$ cat config.mk
export PLATFORM = sky130hd
export DESIGN_NAME = dsm2_bitstream_gen
export DESIGN_NICKNAME = d
export VERILOG_FILES = /design/src/rtl/dsm_pkg.sv /design/src/rtl/dsm2_core.sv /design/src/rtl/dsm2_bitstream_gen.sv
export SDC_FILE = /design/constraint.sdc
export NUM_CORES = 1
export LEC_CHECK = 0
export BUFFER_PORTS_ARGS = -buffer_cell sky130_fd_sc_hd__buf_2
export CAP_MARGIN = 20
export CORE_MARGIN = 2
export CORE_UTILIZATION = 50
export DETAILED_ROUTE_END_ITERATION = 8
export PLACE_DENSITY_LB_ADDON = 0.3
export SYNTH_ARGS = -nofsm -noshare
export SYNTH_HDL_FRONTEND = slang
export SYNTH_SLANG_ARGS = --single-unit
$ cat constraint.sdc
create_clock -name MCLK -period 5.18 [get_ports MCLK]
set_input_delay 0.518 -clock MCLK [delete_from_list [all_inputs] [get_ports MCLK]]
set_output_delay 0.518 -clock MCLK [all_outputs]
set_load 0.01 [all_outputs]
$ cat src/rtl/dsm_pkg.sv
// rtl/dsm_pkg.sv - shared constants, OSR lookup and saturating add for the dsm2/sinc3 pair
package dsm_pkg;

  localparam int DW    = 16;
  localparam int I1W   = 20;
  localparam int I2W   = 24;
  localparam int SW    = I2W + 1;
  localparam int CLAMP = 24576;
  localparam int FS    = 1 << (DW - 1);
  localparam int OCW   = 9;

  typedef enum logic [1:0] {
    MODE_OSR32  = 2'd0,
    MODE_OSR64  = 2'd1,
    MODE_OSR128 = 2'd2,
    MODE_OSR256 = 2'd3
  } mode_e;

  typedef enum logic {
    BUF_EMPTY = 1'b0,
    BUF_FULL  = 1'b1
  } buf_state_e;

  function automatic logic [OCW-1:0] osr_of(input logic [1:0] mode);
    logic [OCW-1:0] osr;
    case (mode_e'(mode))
      MODE_OSR32:  osr = 9'd32;
      MODE_OSR64:  osr = 9'd64;
      MODE_OSR128: osr = 9'd128;
      MODE_OSR256: osr = 9'd256;
      default:     osr = 9'd32;
    endcase
    return osr;
  endfunction

  // Three-term sum in SW bits (cannot overflow there), clipped to a w-bit signed range.
  function automatic logic signed [SW-1:0] sat_add(
    input logic signed [SW-1:0] a,
    input logic signed [SW-1:0] b,
    input logic signed [SW-1:0] c,
    input int                   w
  );
    logic signed [SW-1:0] sum;
    logic signed [SW-1:0] hi;
    logic signed [SW-1:0] lo;
    hi  = SW'((1 <<< (w - 1)) - 1);
    lo  = ~hi;
    sum = a + b + c;
    if (sum > hi) begin
      return hi;
    end else if (sum < lo) begin
      return lo;
    end
    return sum;
  endfunction

endpackage

$ cat src/rtl/dsm2_core.sv
// rtl/dsm2_core.sv - second-order integrator pair and 1-bit quantizer producing MDAT
module dsm2_core
  import dsm_pkg::*;
(
  input  logic                 clk_i,
  input  logic                 rst_ni,
  input  logic signed [DW-1:0] x_i,
  output logic                 mdat_o
);

  logic signed [I1W-1:0] int1_q, int1_d;
  logic signed [I2W-1:0] int2_q, int2_d;
  logic                  mdat_q, mdat_d;
  logic signed [SW-1:0]  fb;
  logic signed [SW-1:0]  s1;
  logic signed [SW-1:0]  s2;

  // Both integrators consume the old int1 and the registered MDAT as feedback.
  always_comb begin
    fb     = mdat_q ? SW'(FS) : -SW'(FS);
    s1     = sat_add(SW'(int1_q), SW'(x_i), -fb, I1W);
    s2     = sat_add(SW'(int2_q), SW'(int1_q), -fb, I2W);
    int1_d = s1[I1W-1:0];
    int2_d = s2[I2W-1:0];
    mdat_d = ~int2_d[I2W-1];
  end

  always_ff @(posedge clk_i) begin
    if (!rst_ni) begin
      int1_q <= '0;
      int2_q <= '0;
      mdat_q <= 1'b0;
    end else begin
      int1_q <= int1_d;
      int2_q <= int2_d;
      mdat_q <= mdat_d;
    end
  end

  assign mdat_o = mdat_q;

endmodule

$ cat src/rtl/dsm2_bitstream_gen.sv
// rtl/dsm2_bitstream_gen.sv - PCM input buffer, clamp, OSR framing and flags around dsm2_core
module dsm2_bitstream_gen
  import dsm_pkg::*;
(
  input  logic                 MCLK,
  input  logic                 RST,
  input  logic [1:0]           MODE,
  input  logic signed [DW-1:0] DIN,
  input  logic                 DIN_VLD,
  output logic                 DIN_RDY,
  output logic                 MDAT,
  output logic                 SMPL_STRB,
  output logic                 UNDERRUN
);

  localparam logic signed [DW-1:0] CLAMP_HI = DW'(CLAMP);
  localparam logic signed [DW-1:0] CLAMP_LO = DW'(-CLAMP);

  buf_state_e            buf_q, buf_d;
  logic signed [DW-1:0]  buf_data_q, buf_data_d;
  logic signed [DW-1:0]  x_q, x_d;
  logic signed [DW-1:0]  din_clamped;
  logic [1:0]            mode_q, mode_d;
  logic [OCW-2:0]        osr_cnt_q, osr_cnt_d;
  logic                  strb_q, strb_d;
  logic                  underrun_q, underrun_d;
  logic                  boundary;
  logic                  accept;

  always_comb begin
    din_clamped = DIN;
    if (DIN > CLAMP_HI) begin
      din_clamped = CLAMP_HI;
    end else if (DIN < CLAMP_LO) begin
      din_clamped = CLAMP_LO;
    end
  end

  assign boundary = ({1'b0, osr_cnt_q} == (osr_of(mode_q) - 9'd1));
  assign accept   = DIN_VLD && (buf_q == BUF_EMPTY);

  // The boundary looks at the buffer as it stood at the start of the cycle, so a word
  // accepted on the boundary itself waits a full period before reaching x.
  always_comb begin
    buf_d      = buf_q;
    buf_data_d = buf_data_q;
    x_d        = x_q;
    mode_d     = mode_q;
    osr_cnt_d  = osr_cnt_q + 8'd1;
    strb_d     = 1'b0;
    underrun_d = underrun_q;
    if (boundary) begin
      osr_cnt_d = '0;
      strb_d    = 1'b1;
      mode_d    = MODE;
      if (buf_q == BUF_FULL) begin
        x_d   = buf_data_q;
        buf_d = BUF_EMPTY;
      end else begin
        underrun_d = 1'b1;
      end
    end
    if (accept) begin
      buf_d      = BUF_FULL;
      buf_data_d = din_clamped;
    end
  end

  always_ff @(posedge MCLK) begin
    if (!RST) begin
      buf_q      <= BUF_EMPTY;
      buf_data_q <= '0;
      x_q        <= '0;
      mode_q     <= MODE;
      osr_cnt_q  <= '0;
      strb_q     <= 1'b0;
      underrun_q <= 1'b0;
    end else begin
      buf_q      <= buf_d;
      buf_data_q <= buf_data_d;
      x_q        <= x_d;
      mode_q     <= mode_d;
      osr_cnt_q  <= osr_cnt_d;
      strb_q     <= strb_d;
      underrun_q <= underrun_d;
    end
  end

  assign DIN_RDY   = (buf_q == BUF_EMPTY);
  assign SMPL_STRB = strb_q;
  assign UNDERRUN  = underrun_q;

  dsm2_core u_core (
    .clk_i  (MCLK),
    .rst_ni (RST),
    .x_i    (x_q),
    .mdat_o (MDAT)
  );

endmodule

==> flow_summary.yaml <==
run_status:
  status: "complete, no violations"
detailed_routing:
  drtPass1Iterations: 5
  drcViolationCount: 0
  wl_um: 12400
  routed-via-count: 4800
  via_per_inst: 5.84
  antenna_left: 0
  drtIter0Drc: 244
  routedWlPerCell_um: 15.1
clocking:
  clkLatencyLatePin_ns: 0.34
  clock_path_buffers: 2
  clkTransAtPathRegs_ns: 0.06
  clock-sinks: 90
  cts.root.buffer_cell: "clkbuf_16"
  htree_levels: 3
  cts_hold_buf: 0
  cts_inserted_buffers: 9
  ctsResizeCount: 0
  cts_tree: "built"
  cts_setup_buffers: 0
power_and_ir_drop:
  p_int_w: 0.00273
  pwr-share-clk_pct: 14.4
  switching_share_pct: 45.5
  p_seq_share_pct: 20.1
  p_switching_w: 0.00228
  p_per_area_mw_per_mm2: 766
  power_leakage_nw: 2.89
  p_comb_share_pct: 65.5
  ir_drop_v: 0.000353
synth:
  synth.avg_cell_area_um2: 9.11
  synth_ff_type: "dfxtp_1"
  synthArstFlopShare_pct: 0
  yosysWarnings: 0
  synth_area_leaders: "dfxtp_1 (29%), ha_1 (16%), a21oi_1 (4.7%), fa_1 (4.7%), nor2_1 (4.6%)"
  syn-num-nets: 769
  synth_cell_types: 67
  ys_seq_elements: 90
  synthesis.area_mm2: 0.00598
  synth_most_common_cell: "dfxtp_1"
  synth_commonest_cells: "dfxtp_1 (88), ha_1 (77), nor2_1 (74)"
  synth_top_area_cell: "dfxtp_1"
  ys_seq_area_share_pct: 30.4
  synthCells: 657
  synth_edf_count: 2
  synth_top_area_share_pct: 29.4
cells_and_area:
  layout.nets: 786
  drive_gt1_share_pct: 10.3
  areaGrowthSynthToFinish_pct: 9.37
  antennaDiodeCount: 0
sta:
  grt_setup_unrepaired: "no"
  setup_violations: 0
  final.setup.tns_ns: 0
  clock-skew-final_ns: 0.00484
  layout_setup_ws_ns: 1.55
  slew-limit-headroom_pct: 29.4
  worst_pin_slew_ns: 1.06
  max_freq_mhz: 275
  fin_crit_ns: 3.63
  hold_violations: 0
  drv_slew: 0
  period_share_pct: 70.1
global_route:
  grt_first_pass_wirelength_um: 21000
  grt.total_usage_pct: 19.8
  grt_start_max_net_pins: 77
  grt_overflow: 0
  antenna_found_initial: 0
  grt_pass1_vias: 4609
setup_path:
  path_common_cell: "buf_4"
  path_buf_inv: 2
  cp_top_family: "compound AO/OA/AOI/OAI gates"
  crit_required_ns: 5.37
  path_max_fanout: 17
  cp-end-kind: "register"
  worstSetupPathType: "register to register"
  crit_path_start_kind: "register"
  cpPeakStageDelay_ns: 0.51
  crit_path_cell_trace: "buf_4 -> fa_1 -> ha_1 -> and3_4 -> nand3_1 -> nor2_1 -> a21boi_0 -> nor3_1 -> a41oi_2 -> buf_4 -> o32ai_1"
  ff2ff_setup_slack_ns: 1.55
  cp.arrival_ns: 3.82
  cp_slowest_cell: "a41oi_2"
floorplan:
  initial_utilization_pct: 51.7
  die_height_um: 113
  coreArea_mm2: 0.0116
  die_area_mm2: 0.0129
  rows: 39
  ios: 25
  fp.dieW_um: 113
placement:
  dpl_worst_slack_ns: 1.58
  port_buffers: 24
  hpwlAfterDp_um: 9580
  globalplace.congestion: 0.914
worst_hold_path:
  hold_path.class: "primary input to register"
flow_run:
  drv_cap: 0
power groups by stage:
stage / registers, W / clock network [W] / logic (W)
6_report: 0.00101 / 0.000722 / 0.00328
5_1_grt: 0.00103 / 0.000763 / 0.00364
2_1_floorplan: 0.00101 / 0 / 0.00266
3_3_place_gp: 0.00103 / 0 / 0.00313
4_1_cts: 0.00102 / 0.000740 / 0.00328
3_5_place_dp: 0.00103 / 0 / 0.00326
sequential cells by signal (all words and copies together), names as in the netlist:
name and flops:
mode_q 2, u_core.int1_q 20, UNDERRUN 1, u_core.int2_q 24, buf_q 1, SMPL_STRB 1, buf_data_q 16, osr_cnt_q 8
u_core.mdat_o 1, x_q 16
per-stage QoR:
stage	hold WS, ns	cells	power, W	instance area (um2)	util [%]
after CTS	0.349	822	0.00503	6540	56.6
after global routing	0.350	822	0.00543	6540	56.6
after floorplan	0.426	657	0.00367	5980	-
after detailed placement	0.450	806	0.00429	6210	53.7
final	0.363	822	0.00501	6540	56.6
after global placement	0.443	806	0.00416	6210	53.7
kinds of logic after synthesis:
family,share of synthesized area [%]
AOI/OAI and AO/OA,23.5
xor gates and xnor gates,5.86
adders and majority gates,20.8
buffers and inverters,3.76
DFF,30.4
muxes,2.68
and+or+nand+nor,12.9
final timing paths:
check	startpoint	end	cells after the start
setup / recovery	u_core.mdat_o	u_core.int2_q[5]	11
hold / removal	MODE[1]	mode_q[1]	1
setup reg to reg	u_core.mdat_o	u_core.int2_q[5]	11
hold reg to reg	osr_cnt_q[0]	osr_cnt_q[0]	1
layout by cell type, fill, tap and decap left out, types with 3 or more instances in the layout:
master,instances
and3_1,8
o211ai_1,6
clkbuf_16,10
inv_1,27
nand4_1,4
o22ai_2,6
buf_2,24
a311oi_1,3
nand2_1,26
o31ai_1,14
o21ai_1,3
xor2_1,20
nor2b_1,8
ha_1,77
a21o_1,15
o21a_1,10
dfxtp_1,88
a21oi_1,56
o21bai_1,5
xnor2_1,20
nor2_1,74
o22ai_1,12
mux2i_1,16
a22oi_1,13
or2_2,5
nand3_1,12
o41ai_1,3
o21ai_0,27
nand2b_1,5
buf_4,4
fa_1,14
nor3_1,10
a211oi_1,7
nor4_1,4
routing by layer:
| layer | vias to the layer above | GRT usage (%) | part of all wire, % |
|---|---|---|---|
| li1 | 2447 | - | - |
| met4 | 0 | 6.10 | 1.7 |
| met2 | 82 | 34.5 | 48 |
| met5 | - | 0 | 0 |
| met1 | 2255 | 25.6 | 47 |
| met3 | 16 | 2.98 | 3.2 |
area by class of cell:
type	instances	area, um2
fill	1019	5020
multi-input combinational	515	3940
sequential	90	1820
clock buffer	11	254
tap	143	179
timing repair buffer	28	150
inverter	30	113
clock inverter	5	82.6
Note: power is estimated with default switching activity, not from simulation.
